--- src/rtl/i2s_adc_rx.sv ---
// I2S capture receiver for the WM8750 ADC: oversamples bclk/lrclk/adcdat in clk100 and presents stereo pairs on valid/ready.
// Define I2S_ADC_RX_FRAME_CHECK_EN to build the short/long slot checker that drives frame_err_o.
module i2s_adc_rx #(
    parameter int SAMPLE_W    = 16,
    parameter int SYNC_STAGES = 2
) (
    input  logic                clk100,
    input  logic                rst,
    input  logic                bclk_i,
    input  logic                lrclk_i,
    input  logic                adcdat_i,
    output logic [SAMPLE_W-1:0] sample_left_o,
    output logic [SAMPLE_W-1:0] sample_right_o,
    output logic                valid_o,
    input  logic                ready_i,
    output logic                overrun_o,
    input  logic                clear_i,
    output logic                frame_err_o
);
    localparam int CW = $clog2(SAMPLE_W + 1);

    typedef enum logic {IDLE, RUN} state_t;

    logic [SYNC_STAGES-1:0] bclk_sync, lr_sync, dat_sync;
    logic                   bclk_prev, bit_edge, ws_smp, dat_smp, ws_prev;
    state_t                 state;
    logic [CW-1:0]          bit_cnt, cnt_shift, pad;
    logic [SAMPLE_W-1:0]    shreg, sr_shift, word, left_hold, pair_l, pair_r;
    logic                   have_left, pair_pend, boundary;

    // Identical chains keep word select and data aligned with the bit clock.
    always_ff @(posedge clk100 or posedge rst) begin
        if (rst) begin
            bclk_sync <= '0;
            lr_sync   <= '0;
            dat_sync  <= '0;
        end else begin
            bclk_sync <= {bclk_sync[SYNC_STAGES-2:0], bclk_i};
            lr_sync   <= {lr_sync[SYNC_STAGES-2:0], lrclk_i};
            dat_sync  <= {dat_sync[SYNC_STAGES-2:0], adcdat_i};
        end
    end

    always_ff @(posedge clk100 or posedge rst) begin
        if (rst) begin
            bclk_prev <= 1'b0;
            bit_edge  <= 1'b0;
            ws_smp    <= 1'b0;
            dat_smp   <= 1'b0;
        end else begin
            bclk_prev <= bclk_sync[SYNC_STAGES-1];
            bit_edge  <= bclk_sync[SYNC_STAGES-1] & ~bclk_prev;
            ws_smp    <= lr_sync[SYNC_STAGES-1];
            dat_smp   <= dat_sync[SYNC_STAGES-1];
        end
    end

    always_comb begin
        boundary  = bit_edge && (ws_smp != ws_prev);
        sr_shift  = shreg;
        cnt_shift = bit_cnt;
        if (bit_cnt < CW'(SAMPLE_W)) begin
            sr_shift  = {shreg[SAMPLE_W-2:0], dat_smp};
            cnt_shift = bit_cnt + 1'b1;
        end
        // Short slots are left-aligned with zeros filling the missing LSBs.
        pad  = CW'(SAMPLE_W) - cnt_shift;
        word = sr_shift << pad;
    end

    always_ff @(posedge clk100 or posedge rst) begin
        if (rst) begin
            state     <= IDLE;
            ws_prev   <= 1'b0;
            bit_cnt   <= '0;
            shreg     <= '0;
            left_hold <= '0;
            have_left <= 1'b0;
            pair_pend <= 1'b0;
            pair_l    <= '0;
            pair_r    <= '0;
        end else begin
            pair_pend <= 1'b0;
            if (bit_edge) begin
                ws_prev <= ws_smp;
                case (state)
                    IDLE: begin
                        if (boundary) begin
                            state   <= RUN;
                            bit_cnt <= '0;
                            shreg   <= '0;
                        end
                    end
                    RUN: begin
                        if (!boundary) begin
                            shreg   <= sr_shift;
                            bit_cnt <= cnt_shift;
                        end else begin
                            shreg   <= '0;
                            bit_cnt <= '0;
                            if (!ws_prev) begin
                                left_hold <= word;
                                have_left <= 1'b1;
                            end else if (have_left) begin
                                pair_pend <= 1'b1;
                                pair_l    <= left_hold;
                                pair_r    <= word;
                                have_left <= 1'b0;
                            end
                        end
                    end
                    default: state <= IDLE;
                endcase
            end
        end
    end

    always_ff @(posedge clk100 or posedge rst) begin
        if (rst) begin
            sample_left_o  <= '0;
            sample_right_o <= '0;
            valid_o        <= 1'b0;
            overrun_o      <= 1'b0;
        end else begin
            if (pair_pend && (!valid_o || ready_i)) begin
                sample_left_o  <= pair_l;
                sample_right_o <= pair_r;
                valid_o        <= 1'b1;
            end else if (valid_o && ready_i) begin
                valid_o <= 1'b0;
            end
            if (pair_pend && valid_o && !ready_i)
                overrun_o <= 1'b1;
            else if (clear_i)
                overrun_o <= 1'b0;
        end
    end

`ifdef I2S_ADC_RX_FRAME_CHECK_EN
    localparam logic [6:0] LONG_LIM = 7'(SAMPLE_W + 16);

    logic [5:0] slot_cnt;
    logic [6:0] slot_len;
    logic       short_slot, long_slot;

    always_comb begin
        slot_len   = (slot_cnt == 6'h3f) ? 7'h3f : ({1'b0, slot_cnt} + 7'd1);
        short_slot = (state == RUN) && boundary && (cnt_shift < CW'(SAMPLE_W));
        long_slot  = (state == RUN) && bit_edge && (slot_len > LONG_LIM);
    end

    // Slot length counts every edge of the slot, including its closing boundary bit.
    always_ff @(posedge clk100 or posedge rst) begin
        if (rst) begin
            slot_cnt    <= '0;
            frame_err_o <= 1'b0;
        end else begin
            if (bit_edge) begin
                if (boundary)
                    slot_cnt <= '0;
                else if (state == RUN)
                    slot_cnt <= slot_len[5:0];
            end
            if (short_slot || long_slot)
                frame_err_o <= 1'b1;
            else if (clear_i)
                frame_err_o <= 1'b0;
        end
    end
`else
    assign frame_err_o = 1'b0;
`endif

endmodule

--- config.mk ---
export PLATFORM = sky130hd
export DESIGN_NAME = i2s_adc_rx
export DESIGN_NICKNAME = d
export VERILOG_FILES = /design/src/rtl/i2s_adc_rx.sv
export SDC_FILE = /design/constraint.sdc
export NUM_CORES = 1
export LEC_CHECK = 0
export BUFFER_PORTS_ARGS = -buffer_cell sky130_fd_sc_hd__buf_2
export CORE_MARGIN = 4
export CORE_UTILIZATION = 40
export DETAILED_ROUTE_END_ITERATION = 7
export PLACE_DENSITY = 0.66
export REMOVE_ABC_BUFFERS = 1
export SLEW_MARGIN = 10
export SYNTH_ARGS = -nofsm -noshare
export SYNTH_HDL_FRONTEND = slang
export SYNTH_SLANG_ARGS = --single-unit
--- constraint.sdc ---
create_clock -name clk100 -period 3.98 [get_ports clk100]
set_input_delay 0.398 -clock clk100 [delete_from_list [all_inputs] [get_ports clk100]]
set_output_delay 0.398 -clock clk100 [all_outputs]
set_load 0.005 [all_outputs]
==> metrics.txt <==
Antenna diodes 0; fin nets 536; number of remaining DRC errors 0; area delta synth->final 16.9%; Tmin final 3.00 ns; critical path's top delay family XOR/XNOR gates; worst hold path class input port to register; Clock Latency Late Sink 0.42 ns; Clock Tree Buf Depth 2; CP bufs+invs 0; final number of setup-violating endpoints 0; CP Cell Sequence ha_1 -> o21a_1 -> xnor2_2 -> mux4_1 -> or2_1 -> a31oi_1; gr ovfl total 0; Sink Count 117; Post-Syn Area 5400 um2; die width 124 um; # IOs 42; Pwr Density 556 nW/um2; row count 42; Crit-path slowest cell xnor2_2; clock-pin slew on the worst setup and hold paths 0.05 ns; post-synth cell types 59; CTS tree built; DR vias/cell 5.23; CP max stage delay 0.68 ns; post-CTS setup buffer count 0; Die Y 124 um; CTS buffer count 17; Initial Utilization 40.8%; Post-synth EDFFs 0; Seq/Total Area, Yosys 54.2%; RSZ-0062 raised after global routing false; hpwl dp 7680 um; Final Worst Setup Slack 0.983 ns; kind of critical path register to register; Critical Path RT 4.31 ns; Final ANT Viol Nets 0; Avg Cell Area, Syn 11.0 um2; Iter 0 DRT Violations 272; Setup Skew 0.0123 ns; status finished, final reports clean; Root Buffer clkbuf_16; share of layout cells above drive strength 1 25.3%; worst slew pin tran 0.941 ns; full die area 15400 um2; slew margin rel. 37.1%; first-pass GRT wire length 19100 um; maximum vdd drop 0.243 mV; Worst EP arrival 3.33 ns; final core utilization 47.7%; placed inst area 5720 um2; Synth Instances 492; fin crit share 75.3%; Worst R2R Path Depth 6; Core Box Area 13200 um2; Levels on crit path 6; Pleak 0.00295 uW; Final Max Slew Viols 0; Async SR Flop Fraction 100%; crit path max fanout 14; Crit. End Element register; Top FF cell, synth dfrtp_1; number of fill cells 1247; WHS 0.0892 ns; top-area cell type share of the netlist area 54.2%; wire length per cell 15.4 um; max-cap viol count 0; Hold Fails Final Rpt 0; GP Congestion 0.889; area leader, netlist dfrtp_1; Design Area, Final 6320 um2; 1st-pass router iterations 4; startpoint types register; flop and latch count out of synthesis 117; vias in the first global route 3753; PostCTS Resize Cnt 0; fmax 334 MHz; GRT Total Usage 15.2%; Post-Route WL 11100 um; Place WS 0.966 ns; largest net degree at the start of global routing 59; Post-CTS Hold Buffers 0; top cells by area, synth dfrtp_1, mux2_2, nand2_1, mux2i_1, a22o_1; H-Tree Level Count 4; setup tns final 0 ns; initial antenna violation count 0; port bufs 40; DR vias 3749; hold depth 1; Syn. warnings 0
## routing by layer
layer  track usage, %  part of all wire [%]
met3             4.98                   3.4
met1             20.2                    46
met4             6.19                   1.6
met5                0                     0
met2             23.0                    49
## synthesized netlist by cell type (2+ instances only)
library cell / instances
nor2b_1: 3
buf_6: 4
o311ai_0: 4
and3_1: 2
o31ai_1: 5
clkbuf_1: 10
inv_1: 6
o22a_1: 2
mux2i_1: 16
nor2_1: 33
mux2_2: 40
nand3_1: 6
a21oi_1: 13
xor2_1: 3
o21ai_1: 5
a22o_1: 17
o21ai_0: 24
mux4_2: 6
buf_2: 7
o32ai_1: 2
dfrtp_1: 117
buf_1: 6
buf_4: 3
o221ai_1: 4
a21o_1: 2
a21oi_2: 2
xnor2_1: 2
nand2_1: 97
a22oi_1: 2
o22ai_1: 3
nand2b_1: 5
o21a_1: 3
a31oi_1: 9
or2_1: 3
nand4_1: 2
## metrics by stage
step	instances	total power, uW
4_1_cts	717	3550
6_report	717	3510
3_3_place_gp	685	1990
3_5_place_dp	685	2000
2_1_floorplan	462	1850
5_1_grt	717	3680
## area by class of cell
type / count / area [um2] / share of cell area, %
Clock buffer: 24 / 472 / 7.47
Clock inverter: 8 / 124 / 1.96
Inverter: 8 / 32.5 / 0.515
Multi-Input combinational cell: 337 / 2290 / 36.2
Sequential cell: 117 / 2930 / 46.3
Tap cell: 176 / 220 / 3.49
Timing Repair Buffer: 47 / 253 / 4.00
## layout by cell type (no fill, tap or decap), types with 2 or more instances in the layout
cell type	instances
buf_2	40
nand3_1	6
or2_1	3
o311ai_0	4
clkinv_2	2
o32ai_1	2
o22a_1	2
a21oi_2	2
bufinv_16	3
nor2_1	32
o31ai_1	5
inv_1	5
buf_4	7
a22oi_1	2
nor2b_1	3
a22o_1	17
a21o_1	2
mux2i_1	16
and3_1	2
xor2_1	3
clkbuf_16	17
clkbuf_1	5
nand2_1	97
o21a_1	3
mux4_2	6
clkinvlp_4	2
o22ai_1	3
a21oi_1	13
mux2_2	40
nand4_1	2
a31oi_1	9
o21ai_0	24
dfrtp_1	117
xnor2_1	2
o221ai_1	4
clkbuf_8	2
nand2b_1	5
o21ai_1	4
## cells by family after synthesis
logic type / count (synthesis) / synth area share, %
mux: 64 / 14.7
other cells: 1 / 0.0694
fa+ha+maj: 1 / 0.231
compound gates: 103 / 13.0
simple gates: 162 / 13.2
buf+inv: 38 / 3.57
xor+xnor: 6 / 1.11
flops: 117 / 54.2
## report_power, final
part	total, uW	internal [uW]	switching [uW]	leakage [uW]
combinational	637	257	381	0.00108
sequential	1350	1280	70.9	0.00159
clock	1520	1010	510	0.000284
total	3510	2550	962	0.00295
## worst paths after layout
kind / slack, ns / startpoint / end
min in group asynchronous: 0.10 / rst / bit_cnt[2]
max reg2reg: 0.98 / bit_cnt[1] / pair_r[12]
max in group asynchronous: 2.96 / rst / pair_r[8]
min: 0.09 / adcdat_i / dat_sync[0]
max: 0.98 / bit_cnt[1] / pair_r[12]
min reg2reg: 0.35 / dat_sync[1] / dat_smp
## state kept, by name, indices dropped and copies added, names as in the netlist, 2 cells and up
register        count
left_hold          16
pair_l             16
pair_r             16
sample_left_o      16
sample_right_o     16
shreg              16
bit_cnt             5
bclk_sync           2
dat_sync            2
lr_sync             2
No activity file was read; power rests on OpenSTA's default activity.
